File: config.mk
export PLATFORM = sky130hd
export DESIGN_NAME = bin_bbox_detector
export DESIGN_NICKNAME = d
export VERILOG_FILES = /design/src/rtl/bbox_pkg.sv /design/src/rtl/bin_xy_counter.sv /design/src/rtl/bin_bbox_detector.sv
export SDC_FILE = /design/constraint.sdc
export NUM_CORES = 1
export LEC_CHECK = 0
export ABC_AREA = 1
export ABC_CLOCK_PERIOD_IN_PS = 14470
export BUFFER_PORTS_ARGS = -buffer_cell sky130_fd_sc_hd__buf_4
export CORE_ASPECT_RATIO = 0.8
export CORE_UTILIZATION = 40
export DETAILED_ROUTE_END_ITERATION = 8
export GPL_ROUTABILITY_DRIVEN = 1
export SLEW_MARGIN = 20
export SYNTH_ARGS = -nofsm -noshare
export SYNTH_HDL_FRONTEND = slang
export SYNTH_SLANG_ARGS = --single-unit
File: constraint.sdc
create_clock -name pixelclk -period 14.47 [get_ports pixelclk]
set_input_delay 1.447 -clock pixelclk [delete_from_list [all_inputs] [get_ports pixelclk]]
set_output_delay 1.447 -clock pixelclk [all_outputs]
set_load 0.03 [all_outputs]
File: src/rtl/bbox_pkg.sv
// rtl/bbox_pkg.sv - shared types, default widths and saturating increment for the bbox detector
package bbox_pkg;

  typedef enum logic [1:0] {
    IDLE   = 2'd0,
    ACTIVE = 2'd1,
    LATCH  = 2'd2
  } state_t;

  localparam int DEF_X_W  = 11;
  localparam int DEF_Y_W  = 10;
  localparam int DEF_PC_W = 19;

  // Increment that sticks at lim instead of wrapping.
  function automatic logic [31:0] sat_inc(input logic [31:0] v, input logic [31:0] lim);
    return (v >= lim) ? v : v + 32'd1;
  endfunction

endpackage

File: src/rtl/bin_xy_counter.sv
// rtl/bin_xy_counter.sv - input sampling, vsync/href edge detect, saturating col/row counters (BBOX_BORDER_MASK_EN)
module bin_xy_counter
  import bbox_pkg::*;
#(
  parameter int IMG_W  = 640,
  parameter int IMG_H  = 480,
  parameter int X_W    = DEF_X_W,
  parameter int Y_W    = DEF_Y_W,
  parameter int BORDER = 4
) (
  input  logic           clk,
  input  logic           rst,
  input  logic           vsync,
  input  logic           href,
  input  logic           clken,
  input  logic           pix_bit,
  input  logic           clear,
  input  logic           active,
  output logic [X_W-1:0] col,
  output logic [Y_W-1:0] row,
  output logic           vs_rise,
  output logic           vs_fall,
  output logic           pix_en
);

`ifdef BBOX_BORDER_MASK_EN
  localparam bit MASK_EN = 1'b1;
`else
  localparam bit MASK_EN = 1'b0;
`endif

  logic vs_s_q, vs_s_d, vs_p_q, vs_p_d;
  logic hs_s_q, hs_s_d, hs_p_q, hs_p_d;
  logic ck_s_q, ck_s_d, bit_s_q, bit_s_d;
  logic [X_W-1:0] col_q, col_d;
  logic [Y_W-1:0] row_q, row_d;
  logic hs_fall, in_border;

  assign vs_rise = vs_s_q & ~vs_p_q;
  assign vs_fall = ~vs_s_q & vs_p_q;
  assign hs_fall = ~hs_s_q & hs_p_q;

  assign in_border = (int'(col_q) < BORDER) || (int'(col_q) > IMG_W - 1 - BORDER) ||
                     (int'(row_q) < BORDER) || (int'(row_q) > IMG_H - 1 - BORDER);

  assign pix_en = hs_s_q & ck_s_q & bit_s_q & (~MASK_EN | ~in_border);
  assign col    = col_q;
  assign row    = row_q;

  // Sample the stream once, keep the previous sample for edges, advance coordinates
  always_comb begin
    vs_s_d  = vsync;
    hs_s_d  = href;
    ck_s_d  = clken;
    bit_s_d = pix_bit;
    vs_p_d  = vs_s_q;
    hs_p_d  = hs_s_q;
    col_d   = col_q;
    row_d   = row_q;
    if (clear) begin
      col_d = '0;
      row_d = '0;
    end else if (active) begin
      if (hs_fall) begin
        col_d = '0;
        row_d = Y_W'(sat_inc(32'(row_q), 32'(IMG_H - 1)));
      end else if (hs_s_q && ck_s_q) begin
        col_d = X_W'(sat_inc(32'(col_q), 32'(IMG_W - 1)));
      end
    end
  end

  // vsync history resets high so a reset inside a frame never fakes a rising edge
  always_ff @(posedge clk or posedge rst) begin
    if (rst) begin
      vs_s_q  <= 1'b1;
      vs_p_q  <= 1'b1;
      hs_s_q  <= 1'b0;
      hs_p_q  <= 1'b0;
      ck_s_q  <= 1'b0;
      bit_s_q <= 1'b0;
      col_q   <= '0;
      row_q   <= '0;
    end else begin
      vs_s_q  <= vs_s_d;
      vs_p_q  <= vs_p_d;
      hs_s_q  <= hs_s_d;
      hs_p_q  <= hs_p_d;
      ck_s_q  <= ck_s_d;
      bit_s_q <= bit_s_d;
      col_q   <= col_d;
      row_q   <= row_d;
    end
  end

endmodule

File: src/rtl/bin_bbox_detector.sv
// rtl/bin_bbox_detector.sv - per-frame foreground bounding box and pixel count (BBOX_BORDER_MASK_EN)
module bin_bbox_detector
  import bbox_pkg::*;
#(
  parameter int IMG_W   = 640,
  parameter int IMG_H   = 480,
  parameter int X_W     = DEF_X_W,
  parameter int Y_W     = DEF_Y_W,
  parameter int PC_W    = DEF_PC_W,
  parameter int MIN_PIX = 64,
  parameter int BORDER  = 4
) (
  input  logic            pixelclk,
  input  logic            rst,
  input  logic            en,
  input  logic            per_frame_vsync,
  input  logic            per_frame_href,
  input  logic            per_frame_clken,
  input  logic            per_img_Bit,
  output logic            bbox_valid,
  output logic            obj_found,
  output logic [X_W-1:0]  x_min,
  output logic [X_W-1:0]  x_max,
  output logic [Y_W-1:0]  y_min,
  output logic [Y_W-1:0]  y_max,
  output logic [PC_W-1:0] pix_cnt
);

  state_t state_q, state_d;
  logic [X_W-1:0]  col, xmin_q, xmin_d, xmax_q, xmax_d, x_min_q, x_min_d, x_max_q, x_max_d;
  logic [Y_W-1:0]  row, ymin_q, ymin_d, ymax_q, ymax_d, y_min_q, y_min_d, y_max_q, y_max_d;
  logic [PC_W-1:0] cnt_q, cnt_d, pix_cnt_q, pix_cnt_d;
  logic            bbox_valid_q, bbox_valid_d, obj_found_q, obj_found_d;
  logic            vs_rise, vs_fall, pix_en, frame_start, active;

  assign frame_start = (state_q == IDLE) && vs_rise && en;
  assign active      = (state_q == ACTIVE);

  bin_xy_counter #(
    .IMG_W (IMG_W),
    .IMG_H (IMG_H),
    .X_W   (X_W),
    .Y_W   (Y_W),
    .BORDER(BORDER)
  ) u_xy (
    .clk    (pixelclk),
    .rst    (rst),
    .vsync  (per_frame_vsync),
    .href   (per_frame_href),
    .clken  (per_frame_clken),
    .pix_bit(per_img_Bit),
    .clear  (frame_start),
    .active (active),
    .col    (col),
    .row    (row),
    .vs_rise(vs_rise),
    .vs_fall(vs_fall),
    .pix_en (pix_en)
  );

  // Frame FSM: state register
  always_ff @(posedge pixelclk or posedge rst) begin
    if (rst) state_q <= IDLE;
    else     state_q <= state_d;
  end

  // Frame FSM: next state
  always_comb begin
    state_d = state_q;
    case (state_q)
      IDLE:    if (frame_start) state_d = ACTIVE;
      ACTIVE:  if (vs_fall) state_d = LATCH;
      LATCH:   state_d = IDLE;
      default: state_d = IDLE;
    endcase
  end

  // Frame FSM outputs: publish in LATCH, hold data otherwise
  always_comb begin
    bbox_valid_d = 1'b0;
    obj_found_d  = obj_found_q;
    x_min_d      = x_min_q;
    x_max_d      = x_max_q;
    y_min_d      = y_min_q;
    y_max_d      = y_max_q;
    pix_cnt_d    = pix_cnt_q;
    if (state_q == LATCH) begin
      bbox_valid_d = 1'b1;
      pix_cnt_d    = cnt_q;
      if (cnt_q >= PC_W'(MIN_PIX)) begin
        obj_found_d = 1'b1;
        x_min_d     = xmin_q;
        x_max_d     = xmax_q;
        y_min_d     = ymin_q;
        y_max_d     = ymax_q;
      end else begin
        obj_found_d = 1'b0;
        x_min_d     = '0;
        x_max_d     = '0;
        y_min_d     = '0;
        y_max_d     = '0;
      end
    end
  end

  // Accumulators: seed at frame start, widen the box and count on each foreground pixel
  always_comb begin
    xmin_d = xmin_q;
    xmax_d = xmax_q;
    ymin_d = ymin_q;
    ymax_d = ymax_q;
    cnt_d  = cnt_q;
    if (frame_start) begin
      xmin_d = X_W'(IMG_W - 1);
      xmax_d = '0;
      ymin_d = Y_W'(IMG_H - 1);
      ymax_d = '0;
      cnt_d  = '0;
    end else if (active && pix_en) begin
      if (col < xmin_q) xmin_d = col;
      if (col > xmax_q) xmax_d = col;
      if (row < ymin_q) ymin_d = row;
      if (row > ymax_q) ymax_d = row;
      cnt_d = PC_W'(sat_inc(32'(cnt_q), 32'({PC_W{1'b1}})));
    end
  end

  // Accumulator and result registers
  always_ff @(posedge pixelclk or posedge rst) begin
    if (rst) begin
      xmin_q       <= '0;
      xmax_q       <= '0;
      ymin_q       <= '0;
      ymax_q       <= '0;
      cnt_q        <= '0;
      bbox_valid_q <= 1'b0;
      obj_found_q  <= 1'b0;
      x_min_q      <= '0;
      x_max_q      <= '0;
      y_min_q      <= '0;
      y_max_q      <= '0;
      pix_cnt_q    <= '0;
    end else begin
      xmin_q       <= xmin_d;
      xmax_q       <= xmax_d;
      ymin_q       <= ymin_d;
      ymax_q       <= ymax_d;
      cnt_q        <= cnt_d;
      bbox_valid_q <= bbox_valid_d;
      obj_found_q  <= obj_found_d;
      x_min_q      <= x_min_d;
      x_max_q      <= x_max_d;
      y_min_q      <= y_min_d;
      y_max_q      <= y_max_d;
      pix_cnt_q    <= pix_cnt_d;
    end
  end

  assign bbox_valid = bbox_valid_q;
  assign obj_found  = obj_found_q;
  assign x_min      = x_min_q;
  assign x_max      = x_max_q;
  assign y_min      = y_min_q;
  assign y_max      = y_max_q;
  assign pix_cnt    = pix_cnt_q;

endmodule

==> results_dict.tcl <==
set metrics [dict create \
    ys.flop_type "dfrtp_1" \
    die-area_um2 20500 \
    timing.rr.end "ymin_q[2]$_DFFE_PP0P_" \
    hp-start "u_xy.vs_p_d$_DFF_PP1_" \
    multi_input_area_um2 3600 \
    finalWorstSetupSlack_ns 11.37 \
    drt-total-wl_um 19500 \
    first_global_vias 6218 \
    max_freq_mhz 322 \
    crit_path_cell_trace "buf_4 -> nand3_2 -> buf_4 -> buf_4 -> nand2_2 -> nand2_1 -> nand2_1 -> nand2_1" \
    synth_edf_count 0 \
    cp-end-kind "flip-flop" \
    netlist-cell-type-count 33 \
    cts_resized 0 \
    remaining_drc_errors 0 \
    path_max_fanout 37 \
    synthMuxAreaShare_pct 0 \
    drive_gt1_share_pct 11.9 \
    final_cell_area_um2 9330 \
    path_class "in -> reg" \
    final-setup-viol-count 0 \
    syn_area_per_cell_um2 7.81 \
    ys_seq_elements 153 \
    synthArstFlopShare_pct 100 \
    cts_setup_buffers 0 \
    antenna_found_initial 0 \
    clkLatencyLatePin_ns 0.43 \
    startpoint "en" \
    required_ns 14.83 \
    reg2regPathDepth 8 \
    die_w_um 160 \
    synth_xor_area_share_pct 1.21 \
    tns_ns 0 \
    rsz0062_at_grt "no" \
    num_io_pins 70 \
    nNetsFinal 1129 \
    crit_arrival_ns 3.46 \
    grt_max_degree 99 \
    start_util_pct 41.4 \
    skew_ns 0.0100 \
    synth_top_family_by_area "simple AND/OR/NAND/NOR gates" \
    p_per_area_nw_per_um2 188 \
    area_growth_pct 17.3 \
    wl_per_cell_um 14.4 \
    grt_overflow_total 0 \
    die_h_um 128 \
    syn_nets 1070 \
    portBuffers 69 \
    dpl_worst_slack_ns 10.97 \
    via_per_inst 4.96 \
    yosys.area_share.simple_pct 30.1 \
    coreArea_um2 19200 \
    grt_pass1_wl_um 32500 \
    cts-root-buf "clkbuf_16" \
    max-slew-margin-rel_pct 38.0 \
    rows 45 \
    synthAdderAreaFrac_pct 6.92 \
    gp_congestion 0.905 \
    final_hold_viol_count 0 \
    leakage_nw 4.90 \
    maxCapViolations 0 \
    drt_iter0_markers 426 \
    maxSlewViolCount 0 \
    ys_seq_area_share_pct 48.2 \
    first_pass_iters 5 \
    synth-compound-area-share_pct 6.98 \
    clk_pin_slew_ns 0.06 \
    n_antenna_cell 0 \
    htree_levels 4 \
    crit_end "ymin_q[2]$_DFFE_PP0P_" \
    nFillCells 1895 \
    final_common_cell "nand2_1" \
    peakVddDrop_uv 81.2 \
    synth-warning-count 0 \
    ff_latch_area_um2 3830 \
    cts.sinks 153 \
    startpoint_type "primary input" \
    syn_inst 1019 \
    vias 6685 \
    cpMaxStageDelayCell "buf_4" \
    period_needed_ns 3.10 \
    gr-usage-all-layers_pct 20.1 \
    numCtsBuffers 17 \
    total_power_mw 1.75 \
    min_path_type "reg -> reg" \
    r2r-start "u_xy.vs_p_q$_DFF_PP1_" \
    mostFrequentLayoutCells "nand2_1, dfrtp_1, nand3_1" \
    worstMarginPinSlew_ns 0.929 \
    status "finished clean" \
    cts_buffer_depth 2 \
    cts_tree "built" \
    syn_area_um2 7960 \
    cts_hold_buf 0 \
    dp_hpwl_um 13300 \
    slowest_delay_ns 0.46 \
    antenna_left 0 \
    post-route-period-util_pct 21.4 \
    rrSetupSlack_ns 11.93 \
    placed_area_um2 8680 \
]
cells by family after synthesis:
family | count (synthesis)
adder cells (fa/ha/maj) | 44
XOR/XNOR | 11
AND/OR/NAND/NOR | 570
flip-flops | 153
AO/OA/AOI/OAI | 108
buffers and inverters | 133
worst min-delay path by stage:
stage / endpoint / slack [ns] / cells past startpoint
finish: u_xy.vs_p_q$_DFF_PP1_ / 0.37 / 0
global route: u_xy.vs_p_q$_DFF_PP1_ / 0.38 / 0
CTS: u_xy.vs_p_q$_DFF_PP1_ / 0.37 / 0
detailed placement: u_xy.vs_p_q$_DFF_PP1_ / 0.36 / 0
global placement: u_xy.vs_p_q$_DFF_PP1_ / 0.36 / 0
floorplan: u_xy.vs_p_q$_DFF_PP1_ / 0.35 / 0
per-stage QoR:
step	hold WS (ns)	cells	util, %
after global routing	0.376	1349	48.6
after CTS	0.366	1349	48.6
after floorplan	0.354	1019	-
after global placement	0.358	1317	45.2
final	0.365	1349	48.6
after detailed placement	0.359	1317	45.2
metal layers:
layer | GRT usage (%) | share of wire (%)
met4 | 4.47 | 0.69
met2 | 30.1 | 43
met5 | 0 | 0
met1 | 29.9 | 51
met3 | 3.91 | 5.7
synth_stat cells, types with 3 or more instances:
| cell | n | area [µm²] |
|---|---|---|
| nand2_1 | 349 | 1310 |
| dfrtp_1 | 151 | 3780 |
| nand3_1 | 102 | 510 |
| inv_1 | 97 | 364 |
| nor2_1 | 78 | 293 |
| o21ai_0 | 78 | 390 |
| ha_1 | 44 | 551 |
| a21oi_1 | 24 | 120 |
| clkbuf_1 | 20 | 75.1 |
| xor2_1 | 10 | 87.6 |
| buf_2 | 9 | 45.0 |
| nand4_1 | 8 | 50.1 |
| nor3_1 | 8 | 40.0 |
| or2_2 | 8 | 50.1 |
| nand2_2 | 5 | 31.3 |
| buf_1 | 3 | 11.3 |
| nor2_2 | 3 | 18.8 |
| o21a_1 | 3 | 22.5 |
worst max-delay path: cells and delay by family:
kind / cells / cell delay [ns]
simple gates: 5 / 1.07
buf+inv: 3 / 0.91
power breakdown:
group	total [mW]	switching (mW)	internal, mW	leakage [nW]
Sequential	0.655	0.114	0.541	2.04
Clock	0.493	0.183	0.311	0.306
Combinational	0.602	0.383	0.218	2.55
Total	1.75	0.680	1.07	4.90
state kept, by name, indices dropped and copies added (netlist names), 11 cells and up:
signal / cells
xmin_q: 11
xmax_q: 11
cnt_q: 19
u_xy.col: 11
x_max: 11
x_min: 11
pix_cnt: 19
area by class of cell:
type	count	area share, %
flip-flops and latches	153	41.1
multi-input cells	733	38.5
repair buffers	74	5.95
clock buffers	20	4.79
inverters	99	4.04
well taps	258	3.46
clock inverters	12	2.15
Power figures use the tool's default switching activity.
